==> config.mk <==
export PLATFORM = sky130hd
export DESIGN_NAME = bit_serializer
export DESIGN_NICKNAME = d
export VERILOG_FILES = /design/src/rtl/serializer_pkg.sv /design/src/rtl/bit_serializer.sv
export SDC_FILE = /design/constraint.sdc
export NUM_CORES = 1
export LEC_CHECK = 0
export BUFFER_PORTS_ARGS = -buffer_cell sky130_fd_sc_hd__clkbuf_2
export CORE_ASPECT_RATIO = 1.4
export CORE_MARGIN = 5
export CORE_UTILIZATION = 57
export CTS_CLUSTER_SIZE = 8
export DETAILED_ROUTE_END_ITERATION = 10
export GPL_ROUTABILITY_DRIVEN = 0
export PLACE_DENSITY = 0.8
export RECOVER_POWER = 100
export SLEW_MARGIN = 20
export SYNTH_ARGS = -nofsm -noshare
export SYNTH_HDL_FRONTEND = slang
export SYNTH_SLANG_ARGS = --single-unit
==> constraint.sdc <==
create_clock -name clk -period 3.2 [get_ports clk]
set_clock_uncertainty 0.15 [all_clocks]
set_input_delay 0.16 -clock clk [delete_from_list [all_inputs] [get_ports clk]]
set_output_delay 0.16 -clock clk [all_outputs]
set_load 0.005 [all_outputs]
==> src/rtl/serializer_pkg.sv <==
// Shared types and helpers for the parallel-to-serial source stage.
package serializer_pkg;

    typedef enum logic [1:0] {
        ST_IDLE   = 2'd0,
        ST_SHIFT  = 2'd1,
        ST_PARITY = 2'd2
    } ser_state_e;

    // A length of 0, or anything beyond the word width, means a full word.
    function automatic int unsigned norm_len(input int unsigned len, input int unsigned max_len);
        return ((len == 0) || (len > max_len)) ? max_len : len;
    endfunction

endpackage

==> src/rtl/bit_serializer.sv <==
// MSB-first parallel-to-serial stage with valid/ready load and back-to-back streaming.
// Optional even-parity trailer bit when SERIALIZER_PARITY_EN is defined.
//
// state     | meaning
// ----------+--------------------------------------------------------------
// ST_IDLE   | no word in flight, ready for a load
// ST_SHIFT  | data bits on out, cnt counts down to the final data bit
// ST_PARITY | parity trailer on out (only with SERIALIZER_PARITY_EN)
module bit_serializer
    import serializer_pkg::*;
#(
    parameter int WIDTH = 16,
    parameter int LEN_W = $clog2(WIDTH + 1)
) (
    input  logic             clk,
    input  logic             rst,
    input  logic [WIDTH-1:0] load_data,
    input  logic [LEN_W-1:0] load_len,
    input  logic             load_valid,
    output logic             load_ready,
    output logic             out,
    output logic             out_valid,
    output logic             last,
    output logic             busy
);

    ser_state_e       state_q, state_d;
    logic [LEN_W-1:0] cnt_q, cnt_d;
    logic [WIDTH-1:0] shreg_q, shreg_d;
    logic [LEN_W-1:0] eff_len;
    logic             shift_st;
    logic             final_bit;
    logic             accept;

    assign eff_len   = LEN_W'(norm_len(32'(load_len), WIDTH));
    assign shift_st  = (state_q == ST_SHIFT);
    assign final_bit = shift_st && (cnt_q == LEN_W'(1));
    assign busy      = (state_q != ST_IDLE);
    assign accept    = load_valid && load_ready;

`ifdef SERIALIZER_PARITY_EN
    logic par_q, par_d;
    logic par_st;

    assign par_st     = (state_q == ST_PARITY);
    assign out        = (shift_st && shreg_q[WIDTH-1]) || (par_st && par_q);
    assign out_valid  = shift_st || par_st;
    assign last       = par_st;
    assign load_ready = (state_q == ST_IDLE) || par_st;
`else
    assign out        = shift_st && shreg_q[WIDTH-1];
    assign out_valid  = shift_st;
    assign last       = final_bit;
    assign load_ready = (state_q == ST_IDLE) || final_bit;
`endif

    always_ff @(posedge clk or negedge rst) begin
        if (!rst) begin
            state_q <= ST_IDLE;
            cnt_q   <= '0;
            shreg_q <= '0;
`ifdef SERIALIZER_PARITY_EN
            par_q   <= 1'b0;
`endif
        end else begin
            state_q <= state_d;
            cnt_q   <= cnt_d;
            shreg_q <= shreg_d;
`ifdef SERIALIZER_PARITY_EN
            par_q   <= par_d;
`endif
        end
    end

    always_comb begin
        state_d = state_q;
        cnt_d   = cnt_q;
        shreg_d = shreg_q;
`ifdef SERIALIZER_PARITY_EN
        par_d   = par_q;
`endif
        unique case (state_q)
            ST_IDLE: ;
            ST_SHIFT: begin
                shreg_d = shreg_q << 1;
                cnt_d   = cnt_q - LEN_W'(1);
`ifdef SERIALIZER_PARITY_EN
                par_d   = par_q ^ shreg_q[WIDTH-1];
                if (final_bit) begin
                    state_d = ST_PARITY;
                end
`else
                if (final_bit) begin
                    state_d = ST_IDLE;
                end
`endif
            end
            default: state_d = ST_IDLE;
        endcase

        // Left-align the word so the MSB of the used field leaves first.
        if (accept) begin
            state_d = ST_SHIFT;
            cnt_d   = eff_len;
            shreg_d = load_data << (LEN_W'(WIDTH) - eff_len);
`ifdef SERIALIZER_PARITY_EN
            par_d   = 1'b0;
`endif
        end
    end

endmodule

==> parameters.txt <==
Parameter                              Value

Power and ir drop
  VDD IR max ... 0.339 mV
  LEAKAGE ... 0.956 nW
  Pwr per Cell Area ... 557 nW/um2

Worst setup path
  Critical path cell sequence ... clkbuf_1 > or4_1 > ha_4 > nor2b_1 > inv_1 > ha_1 > buf_12 > mux4_2 > mux2i_1 > o21ai_0 > o22a_1
  Reg-to-reg setup timing slack ... 0.61 ns
  Crit path max-delay cell type ... sky130_fd_sc_hd__or4_1
  Reg-to-reg critical path endpoint ... shreg_q[15]$_DFFE_PN0P_
  Category of the worst setup path launch point ... primary input
  Family with the most delay on the worst path ... multiplexers
  Classification of the worst setup path ... primary input to register
  Worst reg2reg startpoint ... cnt_q[1]$_DFFE_PN0P_
  Total buffers and inverters traversed by the critical path ... 3
  Data arrival time of the worst path ... 2.97 ns
  Timing startpoint of the critical path ... load_len[0]
  Highest cell delay on the worst timing path ... 0.59 ns
  Peak fanout along the critical path ... 9
  Cell count of the worst reg-to-reg path ... 8
  Category of the worst setup path capture point ... register
  Required time reported for the critical path endpoint ... 3.21 ns

Synthesis
  Async SR Flop Fraction ... 1.00
  Leading post-synthesis cells by cell area ... sky130_fd_sc_hd__dfrtp_1, sky130_fd_sc_hd__mux4_1, sky130_fd_sc_hd__mux4_2, sky130_fd_sc_hd__o21ai_0, sky130_fd_sc_hd__nor2_1
  Synth Flop Type ... sky130_fd_sc_hd__dfrtp_1
  Area share of the largest cell type after synthesis ... 0.294
  Mean Syn Cell Area ... 9.14 um2
  Total standard cell area after synthesis ... 1870 um2
  Post-Synthesis Net Count ... 233
  Total of warnings raised by yosys ... 0
  Area leader, netlist ... sky130_fd_sc_hd__dfrtp_1
  Synthesized flop and latch total ... 22
  Number of flops mapped to enable cells by yosys ... 0
  Number of cells produced by synthesis ... 205
  Post-synthesis cell type count ... 53
  Post-synthesis sequential area ratio ... 0.294

Detailed routing
  Initial drt markers ... 93
  Routed via count ... 1733
  Wirelength per Cell ... 16.9 um
  Pre-Repair DR Iteration Count ... 5
  Via/cell ratio ... 6.26
  Total routed wirelength ... 4670 um
  Count of antenna-violating nets left after detailed routing ... 0
  DRC ... 0

Timing
  Setup repair after global routing missed its margin ... false
  Hold violation total from the final report ... 0
  Count of endpoints failing setup in the final report ... 0
  Max-slew violations ... 0
  Final clock period utilization by the worst path ... 0.926
  Fin Setup TNS ... 0 ns
  Headroom to the max-slew limit ... 0.218
  Slack of the critical path ... 0.238 ns
  Slew of the pin with the lowest slew margin ... 1.17 ns
  Highest clock frequency the design can meet ... 338 MHz
  Clock period minus worst slack ... 2.96 ns

Clock tree
  CTS sink cnt ... 22
  Root Buffer Master ... sky130_fd_sc_hd__clkbuf_8
  Deepest clock path buffer count ... 2
  Insertion delay to the later sink of the worst-skew pair ... 0.26 ns
  Count of cells resized by post-cts repair ... 0
  Clock-pin slew of the registers on the worst-case setup and hold paths ... 0.08 ns
  CTS buffer count ... 3
  Clock tree from TritonCTS ... done
  H-tree depth reported by CTS ... 1
  Buffers inserted by post-CTS timing repair ... 0
  Hold buffer count at cts ... 1

Cells and area
  Final Instance Area ... 2170 um2
  Multi-input gate area ... 1240 um2
  Layout cell share with drive strength beyond 1 ... 0.248
  Non-Filler Instances ... 277
  Total number of nets in the final design ... 267
  Total inserted antenna cells ... 0
  Area taken by flip-flops and latches ... 551 um2
  Count of filler cells inserted in the layout ... 274
  Syn-to-layout area delta ... 15.8%

Floorplanning
  Io pins ... 29
  Chip Width ... 58.4 um
  Starting Density ... 0.594
  Std-Cell Core Area ... 3150 um2
  Vertical die dimension ... 77.8 um
  Area enclosed by the die boundary ... 4550 um2
  Row count ... 24

GRT
  Number of global-route vias before repair ... 1762
  Overall fraction of global-route tracks in use ... 0.229
  Remaining global-route overflow ... 0
  Wire length of the first global-routing pass ... 8190 um
  Pin count of the biggest net entering global routing ... 23
  Antenna violations before repair ... 0

Min path
  End point of the most critical hold path ... shreg_q[11]$_DFFE_PN0P_
  Launch instance of the worst min-delay path ... load_valid
  Path class of the lowest-slack min-delay path ... primary input to register
  Number of cells on the worst hold path ... 3

Placement
  Post-Place Worst Slack ... 0.0247 ns
  Half-perimeter wire length of the detailed placement result ... 3730 um
  Total cell area at the placement stage ... 2120 um2
  Total of buffers placed on input and output ports ... 28
  Dpl cells ... 272

Job
  Max-Cap Viols ... 0

Run status
  Status ... finished, final reports clean
-- worst max path at each step --
stage                                    endpoint  slack [ns]  cells after the start
after CTS                 shreg_q[15]$_DFFE_PN0P_        0.30                     11
after floorplan           shreg_q[11]$_DFFE_PN0P_        0.02                     12
final                     shreg_q[15]$_DFFE_PN0P_        0.24                     11
after detailed placement  shreg_q[11]$_DFFE_PN0P_        0.02                     10
after global placement    shreg_q[11]$_DFFE_PN0P_        0.07                     10
after global routing      shreg_q[11]$_DFFE_PN0P_         0.1                     12
-- synthesized netlist by cell type, types with 2 or more instances --
| master | instances |
|---|---|
| sky130_fd_sc_hd__mux2i_1 | 8 |
| sky130_fd_sc_hd__xnor2_1 | 2 |
| sky130_fd_sc_hd__nor2b_1 | 2 |
| sky130_fd_sc_hd__mux4_1 | 5 |
| sky130_fd_sc_hd__buf_2 | 4 |
| sky130_fd_sc_hd__clkbuf_1 | 5 |
| sky130_fd_sc_hd__nand2b_1 | 3 |
| sky130_fd_sc_hd__o21a_1 | 4 |
| sky130_fd_sc_hd__nand3_1 | 3 |
| sky130_fd_sc_hd__o31ai_1 | 2 |
| sky130_fd_sc_hd__nand2_1 | 20 |
| sky130_fd_sc_hd__o211ai_1 | 2 |
| sky130_fd_sc_hd__nor2_1 | 23 |
| sky130_fd_sc_hd__and2_1 | 2 |
| sky130_fd_sc_hd__ha_1 | 4 |
| sky130_fd_sc_hd__a22oi_1 | 2 |
| sky130_fd_sc_hd__mux2_2 | 6 |
| sky130_fd_sc_hd__a21oi_1 | 12 |
| sky130_fd_sc_hd__a31oi_1 | 4 |
| sky130_fd_sc_hd__a222oi_1 | 2 |
| sky130_fd_sc_hd__dfrtp_1 | 22 |
| sky130_fd_sc_hd__o21ai_0 | 22 |
| sky130_fd_sc_hd__o22a_1 | 3 |
| sky130_fd_sc_hd__nor3_1 | 5 |
| sky130_fd_sc_hd__inv_1 | 6 |
| sky130_fd_sc_hd__mux4_2 | 5 |
-- per-layer routing --
layer | up-vias | wire length [um] | track usage
li1 | 833 | - | -
met1 | 831 | 1900 | 0.274
met2 | 53 | 2390 | 0.398
met3 | 16 | 217 | 0.0233
met4 | 0 | 164 | 0.107
met5 | - | 0 | 0
-- final cells by class --
class / instances / share of cell area
repair buffers: 41 / 0.114
clock buffers: 4 / 0.0254
well taps: 39 / 0.0225
multi-input cells: 164 / 0.572
inverters: 7 / 0.0133
flip-flops and latches: 22 / 0.254
-- power by group --
group          switching, mW  internal, mW  total, mW
Clock                 0.0911         0.110      0.201
Combinational          0.286         0.266      0.552
Sequential            0.0720         0.383      0.455
-- state kept, by name, indices dropped and copies added, names as in the netlist --
| name | cells |
|---|---|
| shreg_q | 16 |
| cnt_q | 5 |
| state_q | 1 |
-- logic make-up (layout without fill, tap and decap cells) --
| logic type | count (synthesis) | in the layout | share of synthesized area |
|---|---|---|---|
| AOI/OAI and AO/OA | 64 | 64 | 0.228 |
| DFF | 22 | 22 | 0.294 |
| adders and majority gates | 4 | 4 | 0.0267 |
| xor gates and xnor gates | 3 | 3 | 0.0140 |
| buffers and inverters | 19 | 52 | 0.0468 |
| muxes | 24 | 24 | 0.209 |
| and+or+nand+nor | 69 | 69 | 0.182 |
-- per-stage QoR --
| step | total power [mW] | hold slack (ns) | utilization |
|---|---|---|---|
| 2_1_floorplan | 0.857 | -0.286 | - |
| 3_3_place_gp | 0.998 | 0.0189 | 0.672 |
| 3_5_place_dp | 1.02 | 0.0194 | 0.672 |
| 4_1_cts | 1.22 | 0.0407 | 0.692 |
| 5_1_grt | 1.31 | 0.0557 | 0.688 |
| 6_report | 1.21 | 0.0409 | 0.688 |
-- worst min-delay path: cells and delay by family --
kind / cells / cell delay (ns)
AOI/OAI and AO/OA: 1 / 0.05
buffers and inverters: 1 / 0.13
and+or+nand+nor: 1 / 0.08
-- placed cells by master (no fill, tap or decap), types with 2 or more instances in the layout --
| cell | n |
|---|---|
| sky130_fd_sc_hd__mux4_2 | 5 |
| sky130_fd_sc_hd__nor2b_1 | 2 |
| sky130_fd_sc_hd__a31oi_1 | 4 |
| sky130_fd_sc_hd__a22oi_1 | 2 |
| sky130_fd_sc_hd__inv_1 | 6 |
| sky130_fd_sc_hd__nand2b_1 | 3 |
| sky130_fd_sc_hd__ha_1 | 3 |
| sky130_fd_sc_hd__mux4_1 | 5 |
| sky130_fd_sc_hd__o31ai_1 | 2 |
| sky130_fd_sc_hd__clkbuf_1 | 3 |
| sky130_fd_sc_hd__clkbuf_2 | 26 |
| sky130_fd_sc_hd__nor2_1 | 23 |
| sky130_fd_sc_hd__xnor2_1 | 2 |
| sky130_fd_sc_hd__and2_1 | 2 |
| sky130_fd_sc_hd__nand2_1 | 20 |
| sky130_fd_sc_hd__dfrtp_1 | 22 |
| sky130_fd_sc_hd__mux2_2 | 5 |
| sky130_fd_sc_hd__o211ai_1 | 2 |
| sky130_fd_sc_hd__a222oi_1 | 2 |
| sky130_fd_sc_hd__mux2i_1 | 8 |
| sky130_fd_sc_hd__o22a_1 | 3 |
| sky130_fd_sc_hd__nand3_1 | 3 |
| sky130_fd_sc_hd__buf_4 | 10 |
| sky130_fd_sc_hd__clkbuf_8 | 4 |
| sky130_fd_sc_hd__o21ai_0 | 22 |
| sky130_fd_sc_hd__a21oi_1 | 12 |
| sky130_fd_sc_hd__nor3_1 | 5 |
| sky130_fd_sc_hd__o21a_1 | 4 |
(Power assumes the default switching activity.)
